--- src/rtl/fp_addsub_pkg.sv ---
// Shared constants and types for the pipelined floating-point adder/subtractor.
package fp_addsub_pkg;

    // Rounding modes; codes 4-7 fall through to round-to-nearest-even.
    localparam logic [2:0] RND_RNE = 3'd0;
    localparam logic [2:0] RND_RTZ = 3'd1;
    localparam logic [2:0] RND_RUP = 3'd2;
    localparam logic [2:0] RND_RDN = 3'd3;

    // Bit positions inside the 8-bit status word; [7:6] are always zero.
    localparam int ST_ZERO    = 0;
    localparam int ST_INF     = 1;
    localparam int ST_INVALID = 2;
    localparam int ST_TINY    = 3;
    localparam int ST_HUGE    = 4;
    localparam int ST_INEXACT = 5;

    // Field widths sized to hold any supported format; the datapath uses the low bits.
    localparam int UNPK_EXP_W = 16;
    localparam int UNPK_SIG_W = 64;

    // Decoded operand: effective exponent, significand with hidden bit, class.
    typedef struct packed {
        logic                  sign;
        logic [UNPK_EXP_W-1:0] exp;
        logic [UNPK_SIG_W-1:0] sig;
        logic                  is_inf;
        logic                  is_nan;
    } fp_unpk_t;

endpackage

--- src/rtl/fp_round_norm.sv ---
// Normalise, round and pack the raw aligned sum from the adder stage.
// sum = {carry, hidden, fraction, guard, round, sticky}.
module fp_round_norm
    import fp_addsub_pkg::*;
#(
    parameter int sig_width       = 23,
    parameter int exp_width       = 8,
    parameter int ieee_compliance = 0
) (
    input  logic                           sign,
    input  logic                           zero_sign,
    input  logic [exp_width-1:0]           exp_in,
    input  logic [sig_width+4:0]           sum,
    input  logic [2:0]                     rnd,
    output logic [sig_width+exp_width:0]   z,
    output logic [7:0]                     status
);
    localparam int P    = sig_width + 1;
    localparam int N    = P + 3;
    localparam int W    = sig_width + exp_width + 1;
    localparam int EMAX = (1 << exp_width) - 1;

    // Leading-zero count of the field below the carry bit.
    function automatic int lzc(input logic [N-1:0] v);
        int n;
        n = N;
        for (int i = 0; i < N; i++)
            if (v[i]) n = N - 1 - i;
        return n;
    endfunction

    logic [N-1:0] norm;
    logic [P:0]   mant_r;
    int           e_n, e_f, lz, shamt;
    logic         inexact, rup, flush;

    // Normalise (limited to exponent 1 for subnormals), round, detect overflow/flush.
    always_comb begin
        norm  = '0;
        e_n   = 0;
        lz    = 0;
        shamt = 0;
        flush = 1'b0;
        if (sum[N]) begin
            norm = {sum[N:2], sum[1] | sum[0]};
            e_n  = int'(exp_in) + 1;
        end else begin
            lz    = lzc(sum[N-1:0]);
            shamt = lz;
            if (lz > int'(exp_in) - 1) begin
                if (ieee_compliance != 0) shamt = int'(exp_in) - 1;
                else                      flush = 1'b1;
            end
            norm = sum[N-1:0] << shamt;
            e_n  = int'(exp_in) - shamt;
        end
        inexact = |norm[2:0];
        case (rnd)
            RND_RTZ: rup = 1'b0;
            RND_RUP: rup = !sign && inexact;
            RND_RDN: rup = sign && inexact;
            default: rup = norm[2] && (norm[1] || norm[0] || norm[3]);
        endcase
        mant_r = {1'b0, norm[N-1:3]} + (P+1)'(rup);
        if (mant_r[P])        e_f = e_n + 1;
        else if (mant_r[P-1]) e_f = e_n;
        else                  e_f = 0;

        z      = {sign, exp_width'(e_f), mant_r[P-2:0]};
        status = '0;
        if (sum == '0) begin
            z                = {zero_sign, {(W-1){1'b0}}};
            status[ST_ZERO]  = 1'b1;
        end else if (flush) begin
            z                   = {sign, {(W-1){1'b0}}};
            status[ST_ZERO]     = 1'b1;
            status[ST_TINY]     = 1'b1;
            status[ST_INEXACT]  = 1'b1;
        end else if (e_f >= EMAX) begin
            status[ST_HUGE]    = 1'b1;
            status[ST_INEXACT] = 1'b1;
            if (rnd == RND_RTZ || (rnd == RND_RUP && sign) || (rnd == RND_RDN && !sign)) begin
                z = {sign, exp_width'(EMAX - 1), {sig_width{1'b1}}};
            end else begin
                z              = {sign, {exp_width{1'b1}}, {sig_width{1'b0}}};
                status[ST_INF] = 1'b1;
            end
        end else begin
            status[ST_INEXACT] = inexact;
            status[ST_TINY]    = (e_f == 0);
        end
    end

endmodule

--- src/rtl/fp_addsub_pipe.sv ---
// Three-stage IEEE add/subtract: S1 unpack/swap/align, S2 add, S3 round/pack.
// Whole pipe advances together; a held output stalls every stage.
// Optional FP_ADDSUB_STICKY_EN: accumulate status of consumed results.
module fp_addsub_pipe
    import fp_addsub_pkg::*;
#(
    parameter int sig_width       = 23,
    parameter int exp_width       = 8,
    parameter int ieee_compliance = 0
) (
    input  logic                         clk,
    input  logic                         reset,
    input  logic                         in_valid,
    output logic                         in_ready,
    input  logic [sig_width+exp_width:0] inst_a,
    input  logic [sig_width+exp_width:0] inst_b,
    input  logic [2:0]                   inst_rnd,
    input  logic                         inst_op,
    output logic                         out_valid,
    input  logic                         out_ready,
    output logic [sig_width+exp_width:0] z,
    output logic [7:0]                   status,
    input  logic                         clr_sticky,
    output logic [7:0]                   sticky_status
);
    localparam int W      = sig_width + exp_width + 1;
    localparam int P      = sig_width + 1;
    localparam int N      = P + 3;
    localparam int STAGES = 3;
    localparam logic [exp_width-1:0] EXP_ONES = '1;

    typedef struct packed {
        logic [2:0]           rnd;
        logic                 sign;
        logic                 zsign;
        logic                 eff_sub;
        logic [exp_width-1:0] exp;
        logic [N-1:0]         ma;
        logic [N-1:0]         mb;
        logic                 spec;
        logic [W-1:0]         spec_z;
        logic [7:0]           spec_st;
    } s1_t;

    typedef struct packed {
        logic [2:0]           rnd;
        logic                 sign;
        logic                 zsign;
        logic [exp_width-1:0] exp;
        logic [N:0]           sum;
        logic                 spec;
        logic [W-1:0]         spec_z;
        logic [7:0]           spec_st;
    } s2_t;

    logic [STAGES:1]       vld_pipe;
    logic                  adv;
    s1_t                   s1_d, s1_q;
    s2_t                   s2_d, s2_q;
    fp_unpk_t              ua, ub, big, sml;
    logic                  swap, stk;
    logic [UNPK_EXP_W-1:0] d;
    logic [N-1:0]          mb_full, al;
    logic [W-1:0]          rn_z, z_q;
    logic [7:0]            rn_st, st_q;

    assign out_valid = vld_pipe[STAGES];
    assign adv       = !(out_valid && !out_ready);
    assign in_ready  = adv;
    assign z         = z_q;
    assign status    = st_q;

    function automatic fp_unpk_t unpack(input logic [W-1:0] x, input logic flip);
        fp_unpk_t             u;
        logic [exp_width-1:0] e;
        logic [sig_width-1:0] f;
        e        = x[W-2:sig_width];
        f        = x[sig_width-1:0];
        u        = '0;
        u.sign   = x[W-1] ^ flip;
        u.is_inf = (e == EXP_ONES) && (f == '0 || ieee_compliance == 0);
        u.is_nan = (e == EXP_ONES) && (f != '0) && (ieee_compliance != 0);
        if (e != '0) begin
            u.exp = UNPK_EXP_W'(e);
            u.sig = UNPK_SIG_W'({1'b1, f});
        end else if (ieee_compliance != 0) begin
            u.exp = UNPK_EXP_W'(1);
            u.sig = UNPK_SIG_W'({1'b0, f});
        end
        return u;
    endfunction

    // S1: decode, order by magnitude, align the smaller operand keeping a sticky bit.
    always_comb begin
        ua      = unpack(inst_a, 1'b0);
        ub      = unpack(inst_b, inst_op);
        swap    = {ub.exp, ub.sig} > {ua.exp, ua.sig};
        big     = swap ? ub : ua;
        sml     = swap ? ua : ub;
        d       = big.exp - sml.exp;
        mb_full = {sml.sig[P-1:0], 3'b000};
        if (d >= UNPK_EXP_W'(N)) begin
            al  = '0;
            stk = |sml.sig[P-1:0];
        end else begin
            al  = mb_full >> d;
            stk = |(mb_full & ~({N{1'b1}} << d));
        end
        s1_d         = '0;
        s1_d.rnd     = inst_rnd;
        s1_d.sign    = big.sign;
        s1_d.eff_sub = ua.sign ^ ub.sign;
        s1_d.zsign   = s1_d.eff_sub ? (inst_rnd == RND_RDN) : big.sign;
        s1_d.exp     = big.exp[exp_width-1:0];
        s1_d.ma      = {big.sig[P-1:0], 3'b000};
        s1_d.mb      = {al[N-1:1], al[0] | stk};
        if (ua.is_nan || ub.is_nan || (ua.is_inf && ub.is_inf && s1_d.eff_sub)) begin
            s1_d.spec                 = 1'b1;
            s1_d.spec_st[ST_INVALID]  = 1'b1;
            if (ieee_compliance != 0) begin
                s1_d.spec_z = {1'b0, EXP_ONES, 1'b1, {(sig_width-1){1'b0}}};
            end else begin
                s1_d.spec_z          = {1'b0, EXP_ONES, {sig_width{1'b0}}};
                s1_d.spec_st[ST_INF] = 1'b1;
            end
        end else if (ua.is_inf || ub.is_inf) begin
            s1_d.spec            = 1'b1;
            s1_d.spec_z          = {ua.is_inf ? ua.sign : ub.sign, EXP_ONES, {sig_width{1'b0}}};
            s1_d.spec_st[ST_INF] = 1'b1;
        end
    end

    // S2: signed-magnitude add; the larger magnitude is always the minuend.
    always_comb begin
        s2_d         = '0;
        s2_d.rnd     = s1_q.rnd;
        s2_d.sign    = s1_q.sign;
        s2_d.zsign   = s1_q.zsign;
        s2_d.exp     = s1_q.exp;
        s2_d.sum     = s1_q.eff_sub ? ({1'b0, s1_q.ma} - {1'b0, s1_q.mb})
                                    : ({1'b0, s1_q.ma} + {1'b0, s1_q.mb});
        s2_d.spec    = s1_q.spec;
        s2_d.spec_z  = s1_q.spec_z;
        s2_d.spec_st = s1_q.spec_st;
    end

    // S3: normalise/round.
    fp_round_norm #(
        .sig_width      (sig_width),
        .exp_width      (exp_width),
        .ieee_compliance(ieee_compliance)
    ) u_rn (
        .sign     (s2_q.sign),
        .zero_sign(s2_q.zsign),
        .exp_in   (s2_q.exp),
        .sum      (s2_q.sum),
        .rnd      (s2_q.rnd),
        .z        (rn_z),
        .status   (rn_st)
    );

    // Stage registers: everything moves on adv, everything holds otherwise.
    always_ff @(posedge clk) begin
        if (reset) begin
            vld_pipe <= '0;
            s1_q     <= '0;
            s2_q     <= '0;
            z_q      <= '0;
            st_q     <= '0;
        end else if (adv) begin
            vld_pipe <= {vld_pipe[STAGES-1:1], in_valid};
            s1_q     <= s1_d;
            s2_q     <= s2_d;
            if (vld_pipe[2]) begin
                z_q  <= s2_q.spec ? s2_q.spec_z  : rn_z;
                st_q <= s2_q.spec ? s2_q.spec_st : rn_st;
            end
        end
    end

`ifdef FP_ADDSUB_STICKY_EN
    logic [7:0] sticky_q;

    // Accumulate flags of consumed results; clear has priority.
    always_ff @(posedge clk) begin
        if (reset || clr_sticky)         sticky_q <= '0;
        else if (out_valid && out_ready) sticky_q <= sticky_q | st_q;
    end

    assign sticky_status = sticky_q;
`else
    assign sticky_status = 8'h00;
`endif

endmodule

--- config.mk ---
export PLATFORM = sky130hd
export DESIGN_NAME = fp_addsub_pipe
export DESIGN_NICKNAME = d
export VERILOG_FILES = /design/src/rtl/fp_addsub_pkg.sv /design/src/rtl/fp_round_norm.sv /design/src/rtl/fp_addsub_pipe.sv
export SDC_FILE = /design/constraint.sdc
export NUM_CORES = 1
export LEC_CHECK = 0
export CORE_AREA = 2 2 193 195
export DETAILED_ROUTE_END_ITERATION = 12
export DIE_AREA = 0 0 195 197
export MAX_ROUTING_LAYER = met4
export SLEW_MARGIN = 20
export SYNTH_ARGS = -nofsm -noshare
export SYNTH_HDL_FRONTEND = slang
export SYNTH_SLANG_ARGS = --single-unit
export TNS_END_PERCENT = 100
--- constraint.sdc ---
create_clock -name clk -period 13.6 [get_ports clk]
set_input_delay 2.72 -clock clk [delete_from_list [all_inputs] [get_ports clk]]
set_output_delay 2.72 -clock clk [all_outputs]
set_load 0.02 [all_outputs]
=== Yosys cells after proc, flatten, opt, wreduce, memory -nomap -nowiden ===
Cells that the tools add are included.

* Bits in registers: 219
* Bits of input ports: 73
* Output and inout bits: 50
* Logic and storage cells: 141

* Add/subtract/negate cells: 8
* $lt $le $gt $ge: 4
* Equality and inequality tests: 6
* Shift operators: 3
* Multiplexer cells: 68
* Bitwise logic cells: 7
* Reduce and logical (&&, ||, !) cells: 24

{| class="wikitable"
|+ Operator list
! kind !! number
|-
| 2-to-1 mux 32 bit || 6
|-
| 2-to-1 mux 72 bit || 2
|-
| 2-to-1 mux 83 bit || 1
|-
| 2-to-1 mux 5 bit || 16
|-
| 2-to-1 mux 74 bit || 1
|-
| > comparator 72 bit || 1
|-
| 2-to-1 mux 33 bit || 2
|-
| 2-to-1 mux 31 bit || 2
|-
| 2-to-1 mux 27 bit || 2
|-
| adder 32 x 2 -> 32 bit (second input constant) || 1
|-
| greater-or-equal comparator 32 x 9 -> 1 bit (second input constant) || 1
|-
| > comparator 32 bit || 1
|-
| logical NOT 32 bit || 1
|-
| 2-to-1 mux 4 bit || 8
|-
| << shifter 27 x 32 -> 27 bit || 1
|-
| subtractor 9 x 32 -> 32 bit || 1
|-
| adder 27 x 27 -> 28 bit || 1
|-
| logical NOT 28 bit || 1
|-
| 2-to-1 mux 28 bit || 1
|-
| subtractor 27 x 27 -> 28 bit || 1
|-
| AND 27 bit || 1
|-
| NOT 27 bit || 1
|-
| OR reduction 27 bit || 1
|-
| << shifter 27 x 16 -> 27 bit (first input constant) || 1
|-
| 25 further kinds || 65
|}

=== Longest topological paths before layout ===
* Depth in word-level cells: 42
* Mapped depth: 32
* Gate-level depth less buffers: 26

=== Cells and area by module ===
A second synthesis with hierarchy kept.

* Cells, all modules: 2286
* Area, all modules: 16146.7 um^2

{| class="wikitable"
|+ Modules (own cells, without submodules)
! module !! times used !! cells an instance !! area an instance (um^2) !! sequential area each (um^2)
|-
| fp_addsub_pipe || 1 || 1560 || 11506.0 || 3103.0
|-
| fp_round_norm || 1 || 726 || 4640.7 || 0.0
|}

=== Least setup slack after synthesis ===
Ideal clock, no wire load.

* Path type: input to register
* From: input port inst_a[24]
* To: register s1_q[41] in the netlist's numbering
* Library setup time: 0.143 ns
* Arrival time: 9.121 ns
* Required time: 13.457 ns
* Slack: 4.335 ns
* Stages on the path: 30
* Path buffers: 8
* Cell sequence: clkbuf_1 nor4_1 nand2_1 clkbuf_1 nand2_1 ha_1 a21o_1 a21o_1 a21o_1 a221oi_1 nor2_1 o21ai_0 a21o_1 buf_2 buf_2 buf_1 clkbuf_1 buf_1 a21oi_1 ha_1 nor2b_1 a2111oi_0 and3_1 clkbuf_1 mux2i_1 or3b_2 a31oi_1 nand4b_1 a2111oi_0 a22oi_1

* Longest elaborated chain between the ends: 11
* Elaborated cells between the ends (all ways): 16
* Classes of those cells: add/sub: 1; order compare: 2; shift: 2; mux: 5; bitwise: 3; reduce/logical: 3

{| class="wikitable"
|+ Ends and longest elaborated chain
! what !! line !! source
|-
| start, declared || fp_addsub_pipe.sv:15 || <nowiki>input logic [sig_width+exp_width:0] inst_a,</nowiki>
|-
| nonzero test 8 bit || fp_addsub_pipe.sv:83 || <nowiki>if (e != '0) begin</nowiki>
|-
| 2-to-1 mux 72 bit (*) || fp_addsub_pipe.sv:83 ||
|-
| > comparator 72 bit || fp_addsub_pipe.sv:97 || <nowiki>swap = {ub.exp, ub.sig} > {ua.exp, ua.sig};</nowiki>
|-
| 2-to-1 mux 83 bit or 2-to-1 mux 74 bit (tied branches) || fp_addsub_pipe.sv:98, fp_addsub_pipe.sv:99 ||
|-
| subtractor 16 x 8 -> 16 bit || fp_addsub_pipe.sv:100 || <nowiki>d = big.exp - sml.exp;</nowiki>
|-
| << shifter 27 x 16 -> 27 bit || fp_addsub_pipe.sv:107 || <nowiki>stk = |(mb_full & ~({N{1'b1}} << d));</nowiki>
|-
| NOT 27 bit || fp_addsub_pipe.sv:107 ||
|-
| AND 27 bit || fp_addsub_pipe.sv:107 ||
|-
| OR reduction 27 bit || fp_addsub_pipe.sv:107 ||
|-
| 2-to-1 mux 1 bit || fp_addsub_pipe.sv:102 || <nowiki>if (d >= UNPK_EXP_W'(N)) begin</nowiki>
|-
| bitwise OR 1 bit (*) || fp_addsub_pipe.sv:116 || <nowiki>s1_d.mb = {al[N-1:1], al[0] | stk};</nowiki>
|-
| end signal, assigned || fp_addsub_pipe.sv:166 || <nowiki>s1_q <= '0;</nowiki>
|-
| end signal, assigned || fp_addsub_pipe.sv:172 || <nowiki>s1_q <= s1_d;</nowiki>
|-
| end, declared || fp_addsub_pipe.sv:58 || <nowiki>s1_t s1_d, s1_q;</nowiki>
|}

Every way passes the cells marked *; elsewhere a longest branch is shown, timed or not.
A chain may end at the register's enable or synchronous reset.

=== Worst setup path in the final report ===
* From: input port inst_b[23]
* To: register s1_q[42] in the netlist's numbering

* Longest elaborated chain between the ends: 7
* Elaborated cells between the ends (all ways): 9
* Classes of those cells: add/sub: 1; order compare: 2; shift: 1; mux: 4; reduce/logical: 1

{| class="wikitable"
|+ Ends and longest elaborated chain
! what !! line !! source
|-
| start, declared || fp_addsub_pipe.sv:16 || <nowiki>input logic [sig_width+exp_width:0] inst_b,</nowiki>
|-
| nonzero test 8 bit || fp_addsub_pipe.sv:83 ||
|-
| 2-to-1 mux 72 bit (*) || fp_addsub_pipe.sv:83 ||
|-
| > comparator 72 bit || fp_addsub_pipe.sv:97 ||
|-
| 2-to-1 mux 83 bit or 2-to-1 mux 74 bit (tied branches) || fp_addsub_pipe.sv:98, fp_addsub_pipe.sv:99 ||
|-
| subtractor 16 x 8 -> 16 bit || fp_addsub_pipe.sv:100 ||
|-
| greater-or-equal comparator 16 x 5 -> 1 bit or >> shifter 27 x 16 -> 27 bit (tied branches) || fp_addsub_pipe.sv:102, fp_addsub_pipe.sv:106 ||
|-
| 2-to-1 mux 27 bit (*) || fp_addsub_pipe.sv:102 ||
|}

Marks and branches as above.

==> out/results.tsv <==
stage	metric	value	unit
critical_path	reg2reg_to	z[5]	
detailed_routing	vias	16084	
clock_tree	post_cts_buffers	0	
placed_design	dpl_cell_area	0.0166	mm2
grt	grt_pass1_vias	15073	
synth	synth_top_family_by_area	compound AO/OA/AOI/OAI gates	
clock_tree	cts-root-buf	clkbuf_16	
critical_path	cpMostUsedCell	a21o_1	
synth	synth_compound_area_share	28.0	%
sta	max_freq	94.6	MHz
floorplan	io_pins	123	
pwr	power_density	127	mW/mm2
synth	yosys.area_share.xor_xnor	3.59	%
sta	hold_ws	0.455	ns
sta	fin_setup_tns	0	ns
critical_path	required	14.01	ns
floorplan	die_height	197	um
worst_hold_path	min_to	status[2]	
detailed_routing	final_antenna_net_count	0	
sta	hold_viol	0	
detailed_routing	dr.first_iter.drc_count	1438	
critical_path	crit_family	compound AO/OA/AOI/OAI gates	
synth	synth-simple-area-share	25.4	%
critical_path	critPathLaunchType	input pin	
critical_path	path_class	input pin to flip-flop	
sta	maxSlewHeadroom	24.2	%
synth	synth-seq-cells	153	
clock_tree	cts_buffers	17	
critical_path	cp-end-kind	flip-flop	
placed_design	hpwl	41.9	mm
pwr	p_leak	6.94	nW
clock_tree	cts_tree	built	
clock_tree	insertion_delay	0.46	ns
synth	synthMuxAreaShare	7.10	%
detailed_routing	routed_wirelength	54.2	mm
critical_path	r2r_setup_slack	4.89	ns
sta	period_minus_slack	10.57	ns
detailed_routing	vias_per_cell	6.09	
pwr	ir_worst_vdd	0.0857	mV
clock_tree	h-tree-depth	4	
worst_hold_path	hold_class	flip-flop to flip-flop	
floorplan	die_w	195	um
final_layout	drive_above_1_share	6.30	%
placed_design	portBuffers	111	
grt	grt_antenna_before_repair	0	
critical_path	worst-path-buf-inv	3	
critical_path	cp.arrival	10.98	ns
synth	yosysSeqAreaShare	19.9	%
clock_tree	hold_buffers	0	
placed_design	routabilityCongestion	0.982	
sta	drv_slew	0	
clock_tree	cts_buffer_depth	2	
sta	fin_skew	0.0107	ns
critical_path	rr_worst_depth	20	
final_layout	final_area	0.0172	mm2
run_status	status	complete, no violations	
detailed_routing	wl_per_cell	20.5	um
synth	synth.distinct_cells	94	
floorplan	die_area	0.0384	mm2
synth	synth_area_per_cell	7.15	um2
detailed_routing	drc	0	
floorplan	rows	70	
detailed_routing	drtPass1Iterations	6	
synth	yosysWarnings	0	
synth	synth-edff-count	0	
sta	setup_violations	0	
synth	syn_area	0.0154	mm2
clock_tree	cts.sinks	153	
synth	ys.flop_type	dfxtp_1	
final_layout	fin_util	47.5	%
final_layout	n_antenna_cell	0	
sta	rsz0062_at_grt	no	
grt	grt_pass1_wl	85.5	mm
clock_tree	cts_resized	0	
worst_hold_path	hold_path.startpoint	status[2]	
synth	synth_fa_ha_area_share	8.47	%
sta	period_share	77.7	%
critical_path	reg2reg_from	s2_q[51]	
clock_tree	clk_pin_slew	0.07	ns
run	maxCapViolations	0	
grt	grt_max_degree	80	
floorplan	initial_core_util	42.4	%
grt	grtUsageTotal	29.1	%
final_layout	finish.net_count	2337	
worst_hold_path	min_path_cells	2	
critical_path	crit_fanout	62	
synth	async_flop_share	0	%
sta	tightest_slew	1.13	ns
critical_path	slowest_stage	nor4_1	
critical_path	max_stage_delay	0.85	ns
grt	gr-total-overflow	0	
floorplan	fp.coreArea	0.0363	mm2
final_layout	syn_to_final_growth	12.0	%
synth	netlist_instances	2153	
## layout by cell type, fill, tap and decap left out, drive strengths merged, types with 29 or more instances in the layout
cell,n
nand3,75
nor2,250
clkdlybuf4s50,110
nand4,29
xnor2,47
inv,124
o21ai,112
nand2,269
ha,101
nor3,63
a211oi,52
dfxtp,153
mux2i,64
a21oi,171
## how the worst max path moves through the flow
stage | from | endpoint | slack (ns) | cells after the start
2_1_floorplan | inst_a[24] | s1_q[41] | 4.34 | 30
3_3_place_gp | inst_b[23] | s1_q[42] | 2.65 | 26
3_5_place_dp | inst_b[23] | s1_q[42] | 2.53 | 26
4_1_cts | inst_b[23] | s1_q[42] | 3.03 | 26
5_1_grt | inst_b[23] | s1_q[41] | 2.34 | 25
6_report | inst_b[23] | s1_q[42] | 3.03 | 26
## per-layer routing
metal	GRT usage (%)	wire length (um)	vias up	part of all wire [%]
li1	-	-	7831	-
met1	35.2	23600	7605	44
met2	47.9	25500	544	47
met3	3.61	2400	104	4.4
met4	14.5	2730	0	5.0
met5	-	0	-	0
## final cells by class
| type | count | area [um2] |
|---|---|---|
| fillers | 3780 | 19000 |
| multi-input cells | 1733 | 11200 |
| flip-flops and latches | 153 | 3060 |
| repair buffers | 138 | 1310 |
| well taps | 468 | 586 |
| inverters | 118 | 448 |
| clock buffers | 17 | 425 |
| clock inverters | 15 | 176 |
## logic make-up (layout without fill, tap and decap cells)
kind of cell / count (synthesis) / in the layout
AOI/OAI and AO/OA: 624 / 624
xor gates and xnor gates: 63 / 63
DFF: 153 / 153
muxes: 91 / 91
and+or+nand+nor: 842 / 842
buffers and inverters: 276 / 288
other: 1 / 10
adders and majority gates: 103 / 103
## registers in the layout (all words and copies together) (netlist names)
| register | cells |
|---|---|
| status | 6 |
| vld_pipe | 3 |
| s2_q | 44 |
| z | 32 |
| s1_q | 68 |
## cells in the mapped netlist, types with 19 or more instances
cell / count / area share, %
a211oi_1: 52 / 2.5
nand2b_1: 23 / 0.94
mux2i_1: 63 / 4.1
buf_2: 21 / 0.68
ha_1: 101 / 8.2
a22oi_1: 21 / 1.0
inv_1: 111 / 2.7
xnor2_1: 47 / 2.7
nor2_1: 250 / 6.1
a31oi_1: 21 / 0.85
nand4_1: 28 / 1.1
nand2_1: 268 / 6.5
o21ai_0: 106 / 3.4
and2_1: 20 / 0.81
clkbuf_1: 112 / 2.7
nor4_1: 22 / 0.89
a21oi_1: 169 / 5.5
o31ai_1: 23 / 1.1
a221o_1: 27 / 1.8
nor2b_1: 19 / 0.77
a21o_1: 23 / 1.1
nor3_1: 60 / 2.0
nand3_1: 74 / 2.4
dfxtp_1: 153 / 20
## through the flow
stage	total power, W	instances	setup WS, ns
3_5_place_dp	0.00168	2610	2.53
3_3_place_gp	0.00168	2610	2.65
6_report	0.00220	2642	3.03
5_1_grt	0.00233	2642	2.34
4_1_cts	0.00218	2642	3.03
2_1_floorplan	0.00136	2162	4.34
## worst register-to-register path: cells and delay by family (launching register included)
kind,cells,cell delay [ns]
buffers and inverters,1,0.07
adders and majority gates,1,0.43
and+or+nand+nor,7,3.89
AOI/OAI and AO/OA,11,3.60
DFF,1,0.66
## report_power, final
group / internal (W) / total (W) / switching, W / leakage (nW)
Clock: 0.000278 / 0.000501 / 0.000223 / 0.301
Combinational: 0.000419 / 0.00117 / 0.000755 / 5.39
Sequential: 0.000479 / 0.000522 / 0.0000427 / 1.25
Total: 0.00118 / 0.00220 / 0.00102 / 6.94
Note: power is estimated with default switching activity, not from simulation.
==> RTL edit 1 (same flow settings) <==
`sig_width` is set to 23 in 2 places; all go to 19.
--- a/src/rtl/fp_round_norm.sv
+++ b/src/rtl/fp_round_norm.sv
@@ -3,7 +3,7 @@
 module fp_round_norm
     import fp_addsub_pkg::*;
 #(
-    parameter int sig_width       = 23,
+    parameter int sig_width       = 19,
     parameter int exp_width       = 8,
     parameter int ieee_compliance = 0
 ) (
--- a/src/rtl/fp_addsub_pipe.sv
+++ b/src/rtl/fp_addsub_pipe.sv
@@ -4,7 +4,7 @@
 module fp_addsub_pipe
     import fp_addsub_pkg::*;
 #(
-    parameter int sig_width       = 23,
+    parameter int sig_width       = 19,
     parameter int exp_width       = 8,
     parameter int ieee_compliance = 0
 ) (
Interface: changed (resized inst_a, inst_b and z); port bits go from 123 to 111. No check against the original RTL was run, so the function may have changed too.
==> RTL edit 1 against the unedited design <==
  * Worst hold slack lost 1.8 ps
  * Non-clock buffer count down 21
  * Sequential share of layout area fell by 0.14 points
  * Cell area shrank 9.7%
  * Power is 6.4% lower
  * Area after synthesis decreased by 10%
  * Worst setup slack worse by 65 ps
  * Sequential power decreased by 8.6%
  * Synthesized cell count down 11%
  * Global-route usage decreased by 5.2 points
  * Die area did not move
  * Sequential cell count fell by 16
  * Routed wire length down 17%
==> RTL edit 1: results (changes against the unedited design) <==
Route
  • Via-per-instance ratio: 5.992 (was 6.088)
  • Via count: 14.38k (was 16.08k)
  • Drt wl/cell: 18.71 um (was 20.52 um)
  • DR iter-0 viols: 1,318 (was 1,438)

Power and ir drop
  • Pleak: 6.183 nW (was 6.944 nW)
  • Peak VDD IR: 0.07919 mV (was 0.08575 mV)

Place
  • Placed instance area: 14,930 um^2 (was 16,620 um^2)
  • DP HPWL: 34.04 mm (was 41.87 mm)
  • Port bufs: 99 (was 111)
  • Worst slack at placement: 2653 ps (was 2534 ps)
  • Inst Count DP: 2,368 (was 2,610)

Critical path
  • CP peak stage delay: 880 ps (was 850 ps)
  • Reg-to-reg critical path startpoint: s2_q[59] (was s2_q[51])
  • Crit-path max FO: 24 (was 62)
  • R2r setup slk: 6320 ps (was 4890 ps)
  • Crit-path slowest cell: a221oi_1 (was nor4_1)

Worst hold path
  • Hold Path Origin: s2_q[73] (was status[2])
  • Hold Crit Endpoint: s2_q[73] (was status[2])

Final layout
  • Nets: 2,075 (was 2,337)
  • Share of layout cells above drive strength 1: 0.06677 (was 0.06302)
  • Max reg flops: 60 (was 68)
  • FILL cells: 3,779 (was 3,780)

Logic synthesis
  • Mean Syn Cell Area: 7.183 um^2 (was 7.146 um^2)
  • Post-synth top cells: 222 x nand2_1, 204 x nor2_1, 148 x a21oi_1, 137 x dfxtp_1, 113 x clkbuf_1 (was 268 x nand2_1, 250 x nor2_1, 169 x a21oi_1, 153 x dfxtp_1, 112 x clkbuf_1)
  • Adder-cell share of the synthesized area: 0.08364 (was 0.08474)
  • Seq/Total Area, Yosys: 0.1989 (was 0.1991)
  • Netlist cell types: 100 (was 94)
  • Dominant cells by area after synthesis: dfxtp_1 20%, ha_1 8.1%, nand2_1 6.0% (was dfxtp_1 20%, ha_1 8.2%, nand2_1 6.5%)
  • Mux cell area share after synthesis: 0.04844 (was 0.07100)

STA
  • Relative slew slack: 0.3384 (was 0.2419)

Global route
  • Gr usage total: 0.2392 (was 0.2908)
  • First-pass GRT wire length: 73.04 mm (was 85.53 mm)
  • Largest net degree at the start of global routing: 68 (was 80)

Outcome
  • Outcome: finished, final reports clean (unchanged)
-- RTL edit 1: metal layers --
layer	track usage	routed length (um)	share of wire	vias up
li1	-	-	-	7036
met1	0.3178	20820	0.46	6725
met2	0.3782	20200	0.45	529
met3	0.02926	2603	0.058	91
met4	0.07803	1272	0.028	0
met5	-	0	0	-
-- RTL edit 1: final cells by class --
class | count | area [um^2] | share of cell area
inverters | 104 | 392.9 | 0.02526
clock inverters | 15 | 193.9 | 0.01247
clock buffers | 17 | 425.4 | 0.02735
well taps | 468 | 585.6 | 0.03764
multi-input cells | 1542 | 10090 | 0.6487
flip-flops and latches | 137 | 2744 | 0.1764
repair buffers | 117 | 1124 | 0.07223
-- RTL edit 1: tightest hold or removal path, delay by kind of cell, from the launching register on --
family	cells	cell delay, ps
AO/OA/AOI/OAI	1	50
flip-flops	1	310
AND/OR/NAND/NOR	1	50
-- RTL edit 1: cells by family after synthesis --
kind of cell | count (synthesis)
xor gates and xnor gates | 60
muxes | 59
other | 1
and+or+nand+nor | 714
DFF | 137
adders and majority gates | 91
AOI/OAI and AO/OA | 608
buffers and inverters | 250
-- RTL edit 1: how the worst max path moves through the flow --
stage                    start       end  slack [ps]  cells past startpoint
floorplan           inst_b[24]  s1_q[49]        4400                     29
global placement    inst_b[24]  s1_q[37]        2690                     25
detailed placement  inst_b[24]  s1_q[37]        2650                     25
CTS                 inst_b[24]  s1_q[37]        3090                     25
global route        inst_b[24]  s1_q[37]        2140                     23
finish              inst_b[24]  s1_q[37]        2960                     25
-- RTL edit 1: where the power goes --
part | total [W] | internal, W | switching, W
Combinational | 0.00110 | 0.000404 | 0.000700
Clock | 0.000475 | 0.000251 | 0.000224
Sequential | 0.000477 | 0.000428 | 0.0000491
Total | 0.00206 | 0.00108 | 0.000973
==> RTL edit 2 (same flow settings) <==
Without the edit above. Put one more register stage on the output `status`, cleared by the reset. The value now appears one clock later. The other outputs are not delayed to match.
--- a/src/rtl/fp_addsub_pipe.sv
+++ b/src/rtl/fp_addsub_pipe.sv
@@ -53,6 +53,8 @@
         logic [7:0]           spec_st;
     } s2_t;
 
+    logic [7:0] status_d;
+
     logic [STAGES:1]       vld_pipe;
     logic                  adv;
     s1_t                   s1_d, s1_q;
@@ -68,7 +70,7 @@
     assign adv       = !(out_valid && !out_ready);
     assign in_ready  = adv;
     assign z         = z_q;
-    assign status    = st_q;
+    assign status_d  = st_q;
 
     function automatic fp_unpk_t unpack(input logic [W-1:0] x, input logic flip);
         fp_unpk_t             u;
@@ -192,5 +194,13 @@
     assign sticky_status = 8'h00;
 `endif
 
+    always_ff @(posedge clk) begin
+        if (reset) begin
+            status <= '0;
+        end else begin
+            status <= status_d;
+        end
+    end
+
 endmodule
 
Check against the original RTL: not equivalent (a bounded check fails within 4 cycles, from zero or initial values and one cycle with reset high).
==> RTL edit 2 against the unedited design <==
  * Routed wire length shrank 6.0%
  * Clock power hardly changed
  * Area after synthesis down 0.32%
  * Combinational power about the same
  * Worst setup slack improved by 320 ps
  * Cell area about the same
  * Power rose by 0.83%
  * Sequential cell count increased by 6
  * Critical endpoint is now s1_q[65]
  * Largest cell class unchanged
==> RTL edit 2: results (changes against the unedited design) <==
Outcome
  • Outcome: finished, final reports clean (unchanged)

Final layout
  • Top reg by flops: s1_q (unchanged)
  • FILL cells: 3,757 (was 3,780)
  • Max reg flops: 68 (unchanged)
  • Share of layout cells above drive strength 1: 0.06042 (was 0.06302)
  • Nets: 2,331 (was 2,337)

STA
  • Final worst-path cycle share: 0.7541 (was 0.7774)
  • Final clock skew: 13.52 ps (was 10.73 ps)
  • Relative slew slack: 0.3264 (was 0.2419)

Global route
  • First-pass GRT wire length: 81.25 mm (was 85.53 mm)
  • Largest net degree at the start of global routing: 100 (was 80)
  • Gr usage total: 0.2712 (was 0.2908)
  • Antenna violations before repair: 0 (unchanged)
  • Vias in the first global route: 14.75k (was 15.07k)

Place
  • DP HPWL: 38.84 mm (was 41.87 mm)
  • Placed instance area: 16,620 um^2 (about the same)
  • Port bufs: 111 (unchanged)
  • Worst slack at placement: 2880 ps (was 2534 ps)
  • GP Congestion: 0.9612 (was 0.9824)

Critical path
  • R2r setup slk: 6080 ps (was 4890 ps)
  • Critical path startpoint: inst_b[27] (was inst_b[23])
  • Crit-path max FO: 46 (was 62)
  • Reg2reg end: z[14] (was z[5])
  • R2R cell count: 21 (was 20)
  • Critical path arrival: 10,620 ps (was 10,980 ps)
  • Reg-to-reg critical path startpoint: s2_q[64] (was s2_q[51])
  • Crit path to: s1_q[65] (was s1_q[42])

Route
  • Met2 routed WL: 22.67 mm (was 25.49 mm)
  • DR top layer: met4 (unchanged)
  • Drt total wl: 50.95 mm (was 54.21 mm)
  • Drt wl/cell: 19.33 um (was 20.52 um)
  • Metal-1 WL: 24.18 mm (was 23.59 mm)
  • Routed wl met3: 2.989 mm (was 2.397 mm)
  • DRT Pass-1 Iters: 6 (unchanged)
  • DR iter-0 viols: 1,470 (was 1,438)
  • Via-per-instance ratio: 6.039 (was 6.088)

Clock network
  • Clk_lat worst skew: 460 ps (about the same)
  • CTS max path bufs: 2 (unchanged)
  • CTS clk-pin slew, worst paths: 70 ps (about the same)
  • CTS resizes: 0 (unchanged)

Power and ir drop
  • Pleak: 6.904 nW (was 6.944 nW)
  • Sw frac: 0.4615 (was 0.4647)
  • Peak VDD IR: 0.09864 mV (was 0.08575 mV)

Logic synthesis
  • Seq/Total Area, Yosys: 0.2076 (was 0.1991)
  • Dominant cells by area after synthesis: dfxtp_1 21%, ha_1 8.2%, nand2_1 6.5% (was dfxtp_1 20%, ha_1 8.2%, nand2_1 6.5%)
  • Yosys warnings: 0 (unchanged)
  • Post-synth top cells: 265 x nand2_1, 248 x nor2_1, 162 x a21oi_1, 159 x dfxtp_1, 120 x o21ai_0 (was 268 x nand2_1, 250 x nor2_1, 169 x a21oi_1, 153 x dfxtp_1, 112 x clkbuf_1)

Worst hold path
  • Worst hold path type: reg -> reg (unchanged)
  • Hold Path Origin: s2_q[2] (was status[2])
## RTL edit 2: cell count changes in the layout (fill, tap and decap cells not counted), sizes merged, moves of 8 or more
cell and change:
a211oi +34, o21ai +12, nand3 -27, inv -21, o211ai +20, a21o +8
a221o -27, nor2b +11
## RTL edit 2: metal layers
layer	vias to the layer above	track usage
met3	79	0.03012
met4	0	0.08256
li1	7817	-
met1	7457	0.3742
met5	-	-
met2	565	0.4164
## RTL edit 2: cells by family after synthesis
| kind of cell | after synthesis | share of synthesized area |
|---|---|---|
| adders and majority gates | 103 | 0.08501 |
| muxes | 83 | 0.06135 |
| DFF | 159 | 0.2076 |
| other | 1 | 0.0002445 |
| AOI/OAI and AO/OA | 659 | 0.2899 |
| xor gates and xnor gates | 63 | 0.03598 |
| buffers and inverters | 259 | 0.06731 |
| and+or+nand+nor | 825 | 0.2527 |
## RTL edit 2: critical path, stage by stage
cell,delay [ps]
clkdlybuf4s50_1,530
nor4_1,310
nand2_1,570
and2_1,450
ha_1,310
nand4_1,120
nor4_1,610
nand4_1,240
nor3_1,640
a21o_2,290
buf_4,510
mux2i_1,380
a21o_1,130
ha_1,140
o211ai_1,80
a21oi_1,200
and4b_1,350
nor2_1,60
buf_4,220
nor4_1,860
nand2_1,220
or3_1,410
o31ai_1,230
## RTL edit 2: worst min-delay path by stage
stage / endpoint / cells after the start
global placement: vld_pipe[1] / 2
global route: vld_pipe[1] / 2
floorplan: st_q[4] / 2
CTS: s1_q[2] / 2
detailed placement: s1_q[2] / 2
finish: s2_q[2] / 2
## RTL edit 2: area by class of cell
class | instances | share of cell area
clock buffer | 19 | 0.02628
clock inverter | 13 | 0.009292
inverter | 98 | 0.02149
multi-input combinational | 1743 | 0.6491
sequential | 159 | 0.1847
tap | 468 | 0.03397
timing repair buffer | 136 | 0.07520
## RTL edit 2: power by group through the flow
stage	clock, W	sequential (W)	combinational [W]
floorplan	0	0.000530	0.000849
global placement	0	0.000555	0.00114
detailed placement	0	0.000555	0.00114
CTS	0.000513	0.000544	0.00114
global route	0.000531	0.000550	0.00127
finish	0.000502	0.000545	0.00117
## RTL edit 2: stage by stage
step | power (W) | hold slack [ps] | utilization | std cells
5_1_grt | 0.002353 | 467.6 | 0.4754 | 2636
3_5_place_dp | 0.001694 | 443.8 | 0.4583 | 2604
4_1_cts | 0.002201 | 454.6 | 0.4752 | 2636
2_1_floorplan | 0.001379 | 427.3 | - | 2161
3_3_place_gp | 0.001692 | 439.8 | 0.4583 | 2604
6_report | 0.002214 | 451.7 | 0.4754 | 2636
